==> config.mk <==
export PLATFORM = sky130hd
export DESIGN_NAME = latch_write_sequencer
export DESIGN_NICKNAME = d
export VERILOG_FILES = /design/src/rtl/latch_write_sequencer.sv
export SDC_FILE = /design/constraint.sdc
export NUM_CORES = 1
export LEC_CHECK = 0
export BUFFER_PORTS_ARGS = -buffer_cell sky130_fd_sc_hd__buf_2
export CORE_MARGIN = 2
export CORE_UTILIZATION = 40
export DETAILED_ROUTE_END_ITERATION = 8
export PLACE_DENSITY = 0.63
export SLEW_MARGIN = 5
export SYNTH_ARGS = -nofsm -noshare
export SYNTH_HDL_FRONTEND = slang
export SYNTH_SLANG_ARGS = --single-unit
==> constraint.sdc <==
create_clock -name clk -period 5.2 [get_ports clk]
set_input_delay 1.04 -clock clk [delete_from_list [all_inputs] [get_ports clk]]
set_output_delay 1.04 -clock clk [all_outputs]
set_load 0.01 [all_outputs]
==> src/rtl/latch_write_sequencer.sv <==
// latch_write_sequencer
// Shares one level-sensitive data latch between NREQ requesters. Write
// requests are granted round-robin and each write is sequenced as
// SETUP -> OPEN -> HOLD, so lat_d is stable for a full cycle before lat_en
// rises, for the whole time lat_en is high, and for a cycle after it falls.
// A clear request pulses the latch reset and zeroes the shadow copy.
//
// Handshake: req[i] and clr are levels held by the requester until the
// matching one-cycle ack[i] / clr_ack pulse; a requester that still holds
// its request one cycle after that pulse is treated as making a new request.
module latch_write_sequencer #(
  parameter int NREQ      = 4,
  parameter int WIDTH     = 8,
  parameter int EN_CYCLES = 1
) (
  input  logic                  clk,
  input  logic                  rst,
  input  logic [NREQ-1:0]       req,
  input  logic [NREQ*WIDTH-1:0] wdata,
  input  logic                  clr,
  output logic [NREQ-1:0]       ack,
  output logic                  clr_ack,
  output logic [WIDTH-1:0]      lat_d,
  output logic                  lat_en,
  output logic                  lat_rst,
  output logic [WIDTH-1:0]      shadow,
  output logic                  busy,
  output logic [2:0]            dbg_state
);

  localparam int IDXW = (NREQ > 1) ? $clog2(NREQ) : 1;
  localparam int CW   = 4;

  typedef enum logic [2:0] {
    S_IDLE  = 3'd0,
    S_SETUP = 3'd1,
    S_OPEN  = 3'd2,
    S_HOLD  = 3'd3,
    S_CLEAR = 3'd4
  } state_t;

  state_t            r_state;
  logic [IDXW-1:0]   r_rr;
  logic [IDXW-1:0]   r_gnt;
  logic [CW-1:0]     r_cnt;

  logic              w_found;
  logic [IDXW-1:0]   w_gnt_idx;
  logic [IDXW:0]     w_sum;
  logic [IDXW-1:0]   w_cand;
  logic [WIDTH-1:0]  w_gnt_data;

  assign dbg_state  = r_state;
  assign w_gnt_data = wdata[int'(w_gnt_idx)*WIDTH +: WIDTH];

  // Round-robin search: first set request at or after the rr pointer, wrapping.
  always_comb begin
    w_found   = 1'b0;
    w_gnt_idx = '0;
    w_sum     = '0;
    w_cand    = '0;
    for (int k = 0; k < NREQ; k++) begin
      w_sum = {1'b0, r_rr} + (IDXW+1)'(k);
      if (w_sum >= (IDXW+1)'(NREQ)) begin
        w_sum = w_sum - (IDXW+1)'(NREQ);
      end
      w_cand = w_sum[IDXW-1:0];
      if (!w_found && req[w_cand]) begin
        w_found   = 1'b1;
        w_gnt_idx = w_cand;
      end
    end
  end

  // Sequencer FSM with all outputs registered.
  always_ff @(posedge clk or negedge rst) begin
    if (!rst) begin
      r_state <= S_IDLE;
      r_rr    <= '0;
      r_gnt   <= '0;
      r_cnt   <= '0;
      ack     <= '0;
      clr_ack <= 1'b0;
      lat_d   <= '0;
      lat_en  <= 1'b0;
      lat_rst <= 1'b1;
      shadow  <= '0;
      busy    <= 1'b0;
    end else begin
      case (r_state)
        S_IDLE: begin
          lat_rst <= 1'b0;
          ack     <= '0;
          clr_ack <= 1'b0;
          if (clr) begin
            // Clear wins over any pending write request.
            r_state <= S_CLEAR;
            lat_rst <= 1'b1;
            clr_ack <= 1'b1;
            shadow  <= '0;
            busy    <= 1'b1;
          end else if (w_found) begin
            // Data is captured here and held until the next grant.
            r_gnt   <= w_gnt_idx;
            lat_d   <= w_gnt_data;
            busy    <= 1'b1;
            r_state <= S_SETUP;
          end
        end
        S_SETUP: begin
          lat_en  <= 1'b1;
          r_cnt   <= CW'(EN_CYCLES - 1);
          r_state <= S_OPEN;
        end
        S_OPEN: begin
          if (r_cnt == '0) begin
            lat_en  <= 1'b0;
            ack     <= NREQ'(1) << r_gnt;
            shadow  <= lat_d;
            r_state <= S_HOLD;
          end else begin
            r_cnt <= r_cnt - 1'b1;
          end
        end
        S_HOLD: begin
          ack     <= '0;
          r_rr    <= (r_gnt == IDXW'(NREQ - 1)) ? '0 : r_gnt + 1'b1;
          busy    <= 1'b0;
          r_state <= S_IDLE;
        end
        S_CLEAR: begin
          lat_rst <= 1'b0;
          clr_ack <= 1'b0;
          shadow  <= '0;
          busy    <= 1'b0;
          r_state <= S_IDLE;
        end
        default: begin
          r_state <= S_IDLE;
        end
      endcase
    end
  end

endmodule

* Yosys cells after proc, flatten, opt, wreduce, memory -nomap -nowiden
Cells that the tools add are included.
** Operators by class
- Shift operators :: 2
- Eq/ne operators :: 9
- $add $sub $neg :: 9
- Order comparisons :: 8
- Bitwise logic cells :: 1
- Reductions and logical operators :: 22
- Multiplexer cells :: 39
** Operators by type and width (number)
- $shiftx A32 B6 Y8 :: 1
- $pmux W8 S3 :: 1
- $mux W2 :: 9
- $mux W8 :: 2
- $pmux W4 S2 :: 2
- $lt A2 B3 Y1 const B :: 4
- $mux W1 :: 12
- $reduce_and A2 Y1 :: 5
- $ge A3 B3 Y1 const B :: 3
- $mux W3 :: 3
- $pmux W3 S3 :: 1
- $bmux W1 S2 :: 4
- $mux W4 :: 2
- $reduce_bool A2 Y1 :: 4
- $sub A2 B1 Y2 const B :: 4
- $add A2 B2 Y3 const B :: 2
- $eq A3 B2 Y1 const B :: 2
- $ne A2 B2 Y1 const B :: 3
- $pmux W1 S2 :: 3
- $reduce_and A3 Y1 :: 2
- $logic_not A4 Y1 :: 1
- $reduce_or A2 Y1 :: 2
- $shl A1 B2 Y4 const A :: 1
- $sub A4 B1 Y4 const B :: 1
- other kinds (12) :: 16
** Word-level totals
- Bits of input ports :: 39
- Output and inout bits :: 27
- Register bits after elaboration :: 35

* Depth between registers and ports, before layout
- Word-level depth :: 17
- Mapped depth :: 8
- Mapped depth without buffers :: 7

* Worst setup path after synthesis
Ideal clock, no wire load.
- Kind :: input to register
- From :: input port req[0]
- To :: register lat_d[0]
- Cell stages on the path :: 5
- Setup time :: 0.128 ns
- Slack :: 3.041 ns
- Arrival time :: 2.030 ns
- Path buffers :: 0
- Cell sequence :: or4_1 > nand2_1 > a21oi_2 > a21bo_2 > o211ai_2
** On the way
- Word-level cells in the longest chain between the ends :: 13
- Elaborated cells between the ends (all ways) :: 24
- Those cells by class :: shift (1); mux (16); reduce/logical (7)
** Ends and longest elaborated chain
- start: declaration :: RTL line 18 : input logic [NREQ-1:0] req,
- $bmux W1 S2 :: RTL line 68 : if (!w_found && req[w_cand]) begin
- $mux W1 (implied by the code) :: RTL line 68
- $mux W1 :: RTL line 68
- $logic_not A1 Y1 :: RTL line 68
- $logic_and A1 B1 Y1 :: RTL line 68
- $mux W1 :: RTL line 68
- $logic_not A1 Y1 :: RTL line 68
- $logic_and A1 B1 Y1 :: RTL line 68
- $mux W1 :: RTL line 68
- $logic_not A1 Y1 :: RTL line 68
- $logic_and A1 B1 Y1 :: RTL line 68
- $mux W2 / $mux W1 (equally long branches) :: RTL line 68
- $shiftx A32 B6 Y8 / $reduce_and A3 Y1 (equally long branches)
- end signal: assignment :: RTL line 105 : lat_d <= w_gnt_data;
- end: declaration :: RTL line 23 : output logic [WIDTH-1:0] lat_d,
Parallel ways exist; a longest one is shown, timed or not. The select of a mux whose other input is x is not followed.
A chain may end at the register's enable or synchronous reset.

* Worst setup path in the final report
- From :: input port req[0]
- To :: register lat_d[5]
Same word-level chain as after synthesis.

==> impl_metrics.xml <==
<?xml version="1.0" encoding="UTF-8"?>
<metrics>
  <group name="setup_path">
    <metric name="cpPeakStageDelay" unit="ns">0.55</metric>
    <metric name="timing.critical_path.from" unit="">req[0]</metric>
    <metric name="timing.critical_path.to_type" unit="">flop</metric>
    <metric name="path_cells" unit="">buf_2 &gt; or4_1 &gt; nand2_1 &gt; nand3b_4 &gt; o211ai_2</metric>
    <metric name="cp-start-kind" unit="">input pin</metric>
    <metric name="setup.worst_path.class" unit="">input pin to flop</metric>
    <metric name="ff2ff_path_depth" unit="">5</metric>
    <metric name="critical_path_maximum_fanout" unit="">14</metric>
    <metric name="timing.critical_path.required" unit="ns">5.37</metric>
    <metric name="r2r-start" unit="">dbg_state[2]</metric>
    <metric name="regToRegSetupSlack" unit="ns">3.14</metric>
    <metric name="critical_path.reg2reg.endpoint" unit="">lat_d[5]</metric>
    <metric name="critPathSlowestCell" unit="">or4_1</metric>
    <metric name="arrival" unit="ns">2.52</metric>
  </group>
  <group name="yosys">
    <metric name="post-synth-top-area-cell" unit="">dfrtp_1</metric>
    <metric name="post_synth_and_or_nand_nor_area_fraction" unit="">0.1979</metric>
    <metric name="post-synth-top-count-cell" unit="">nand2_1</metric>
    <metric name="ys_seq_elements" unit="">35</metric>
    <metric name="synth_edf_count" unit="">0</metric>
    <metric name="dominant_combinational_cell_family_by_area_after_synthesis" unit="">compound AO/OA/AOI/OAI gates</metric>
    <metric name="sequential_cell_area_fraction_in_the_yosys_report" unit="">0.4403</metric>
    <metric name="syn-num-nets" unit="">239</metric>
    <metric name="synth_compound_area_frac" unit="">0.2330</metric>
    <metric name="synthesis.yosys.warnings" unit="">0</metric>
    <metric name="asyncSetResetFlopFracSynth" unit="">1.000</metric>
    <metric name="average_size_of_a_mapped_cell" unit="sq um">10.27</metric>
    <metric name="synth.top_cells.by_area" unit="">dfrtp_1 (43%), nand2_1 (6.8%), o211ai_2 (5.0%)</metric>
    <metric name="syn-instance-count" unit="">194</metric>
    <metric name="synthAdderAreaFrac" unit="">0.03769</metric>
    <metric name="syn-cell-area" unit="sq um">1992</metric>
    <metric name="synth.mux.area_fraction" unit="">0.05276</metric>
    <metric name="netlist-cell-type-count" unit="">43</metric>
    <metric name="synth_top_cell_area_share" unit="">0.4271</metric>
    <metric name="synth_xor_xnor_area_share" unit="">0.008794</metric>
    <metric name="synth-main-ff-cell" unit="">dfrtp_1</metric>
    <metric name="post_synth_most_frequent_cells" unit="">nand2_1 (36), dfrtp_1 (34), o21ai_0 (19)</metric>
  </group>
  <group name="drt">
    <metric name="drtPass1Iterations" unit="">4</metric>
    <metric name="routed_wirelength" unit="um">4413</metric>
    <metric name="remaining_drc_errors" unit="">0</metric>
    <metric name="dr.first_iter.drc_count" unit="">97</metric>
    <metric name="vias_post_dr" unit="">1621</metric>
    <metric name="routedWlPerCell" unit="um">13.41</metric>
    <metric name="route.detailed.vias_per_inst" unit="">4.927</metric>
    <metric name="ant_nets" unit="">0</metric>
  </group>
  <group name="timing">
    <metric name="postLayoutSetupSlackWorst" unit="ns">2.846</metric>
    <metric name="time_the_final_worst_path_needs_with_i_o_delays_and_setup" unit="ns">2.354</metric>
    <metric name="timing_max_transition_violations_final" unit="">0</metric>
    <metric name="achievable-frequency" unit="MHz">424.8</metric>
    <metric name="max_slew.worst_pin.slew" unit="ns">0.7600</metric>
    <metric name="setup_repair_after_global_routing_missed_its_margin" unit="">no</metric>
    <metric name="relSlewSlack" unit="">0.4933</metric>
    <metric name="finalClockSkew" unit="ns">0.002708</metric>
    <metric name="finalCritPeriodShare" unit="">0.4527</metric>
    <metric name="final_hold_vio_count" unit="">0</metric>
    <metric name="setup_violating_endpoint_count_in_the_final_report" unit="">0</metric>
    <metric name="final.setup.tns" unit="ns">0</metric>
  </group>
  <group name="cells_and_area">
    <metric name="layout_cell_share_with_drive_strength_beyond_1" unit="">0.3893</metric>
    <metric name="layout-area-overhead-vs-synth" unit="%">24.31</metric>
    <metric name="fillCellCount" unit="">460</metric>
    <metric name="design.final.nets" unit="">306</metric>
    <metric name="finish.instance_area" unit="sq um">2476</metric>
    <metric name="insertedDiodeCount" unit="">0</metric>
  </group>
  <group name="clocking">
    <metric name="cts_repair_resize_count" unit="">0</metric>
    <metric name="tritoncts_clock_tree" unit="">built</metric>
    <metric name="max-clock-path-buffers" unit="">2</metric>
    <metric name="cts_made_buffers" unit="">5</metric>
    <metric name="clock_sinks" unit="">35</metric>
    <metric name="cts_setup_buffers" unit="">0</metric>
    <metric name="clk_pin_slew" unit="ns">0.06</metric>
    <metric name="clk_latency" unit="ns">0.29</metric>
    <metric name="clk_root_buffer_cell" unit="">clkbuf_8</metric>
    <metric name="cts_hold_repair.buffers" unit="">0</metric>
    <metric name="cts_max_level" unit="">2</metric>
  </group>
  <group name="floorplanning">
    <metric name="die_area" unit="sq um">5560</metric>
    <metric name="number_of_ports_placed_on_the_die_boundary" unit="">66</metric>
    <metric name="placementRows" unit="">25</metric>
    <metric name="floorplan.core_area" unit="sq um">4755</metric>
    <metric name="floorplan.initialDensity" unit="">0.4189</metric>
    <metric name="chipHeight" unit="um">74.57</metric>
    <metric name="dieWidth" unit="um">74.57</metric>
  </group>
  <group name="grt">
    <metric name="grt_antenna_before_repair" unit="">0</metric>
    <metric name="overflow" unit="">0</metric>
    <metric name="grt_usage" unit="">0.1688</metric>
    <metric name="use_met3" unit="">0.04065</metric>
    <metric name="grt_util_met2" unit="">0.2429</metric>
    <metric name="global_route.usage.met1" unit="">0.2427</metric>
    <metric name="globalRoute.busiestLayer" unit="">met2</metric>
    <metric name="largest_net_degree_at_the_start_of_global_routing" unit="">36</metric>
    <metric name="grt_first_pass_wirelength" unit="um">7058</metric>
    <metric name="grt_pass1_vias" unit="">1449</metric>
  </group>
  <group name="placed_design">
    <metric name="placement.io_buffers" unit="">65</metric>
    <metric name="post-dp-hpwl" unit="um">3302</metric>
    <metric name="gp_congestion" unit="">0.7596</metric>
    <metric name="place_ws" unit="ns">2.528</metric>
    <metric name="detailed_place.area" unit="sq um">2376</metric>
  </group>
  <group name="worst_hold_path">
    <metric name="holdCritPathClass" unit="">flop to flop</metric>
    <metric name="worstHoldStart" unit="">shadow[4]</metric>
    <metric name="hold_path_end" unit="">shadow[4]</metric>
    <metric name="timing.hold.worst_path_depth" unit="">2</metric>
  </group>
  <group name="pwr">
    <metric name="power.density_cell_area" unit="nW/um^2">504.0</metric>
    <metric name="worst_ir_drop_vdd" unit="V">0.0002343</metric>
    <metric name="power_leakage" unit="uW">0.001239</metric>
  </group>
  <group name="status">
    <metric name="outcome" unit="">finished clean</metric>
  </group>
  <group name="job">
    <metric name="cap_viol_max_count" unit="">0</metric>
  </group>
</metrics>
-- power breakdown --
part	internal, uW	leakage [uW]	switching (uW)
clock	121	0.0000515	92.8
combinational	243	0.000734	303
sequential	373	0.000454	115
total	737	0.00124	511
-- cells by family (layout without fill, tap and decap cells) --
group / Yosys count / in the layout
compound gates: 57 / 57
xor+xnor: 2 / 2
fa+ha+maj: 6 / 6
buf+inv: 14 / 82
flops: 35 / 35
mux: 10 / 10
simple gates: 70 / 70
-- cell usage in the layout, fill, tap and decap left out, types with 2 or more instances in the layout --
cell type,n
a21oi_1,2
a22o_1,4
buf_2,65
nand2_1,36
clkbuf_8,7
nor2_1,4
mux2i_1,8
o21ai_1,5
inv_1,9
a21bo_2,7
nor4_2,3
o31ai_1,2
a211oi_1,2
o211ai_2,8
nand2b_1,4
o21ai_0,19
ha_1,6
a21oi_2,2
dfrtp_1,34
nand3_1,10
nand3b_1,3
-- routing by layer --
metal / part of all wire / wire [um]
met1: 0.49 / 2165
met5: 0 / 0
met2: 0.44 / 1963
met3: 0.047 / 206
met4: 0.017 / 77
-- stage by stage --
step	hold slack (ns)	util	std cells	power, uW
floorplan	0.4833	-	194	864.6
global placement	0.4631	0.4997	321	1036
detailed placement	0.4749	0.4997	321	1042
CTS	0.4896	0.5208	329	1262
global route	0.5284	0.5208	329	1350
finish	0.4836	0.5208	329	1248
-- sequential cells by signal (all words and copies together), names as in the netlist --
signal     cells
r_rr           2
r_cnt          4
dbg_state      3
lat_en         1
clr_ack        1
r_gnt          2
lat_rst        1
ack            4
busy           1
lat_d          8
shadow         8
-- worst max-delay path, delay by kind of cell --
kind	cells	cell delay, ns
simple gates	3	1.24
buf+inv	1	0.13
compound gates	1	0.11
-- how the worst max path moves through the flow --
stage | endpoint | slack (ns) | depth (start not counted)
final | lat_d[5] | 2.85 | 5
after detailed placement | lat_d[5] | 2.53 | 5
after global placement | lat_d[4] | 2.57 | 6
after global routing | lat_d[2] | 2.74 | 5
after CTS | lat_d[5] | 2.82 | 5
after floorplan | lat_d[0] | 3.04 | 5
-- final cells by class --
| cell class | instances | area [sq um] | area share |
|---|---|---|---|
| Clock buffer | 8 | 100.1 | 0.04042 |
| Inverter | 9 | 33.78 | 0.01364 |
| Multi-Input combinational cell | 145 | 1056 | 0.4265 |
| Sequential cell | 35 | 877.1 | 0.3542 |
| Tap cell | 67 | 83.83 | 0.03386 |
| Timing Repair Buffer | 65 | 325.3 | 0.1314 |
Note: power is estimated with default switching activity, not from simulation.
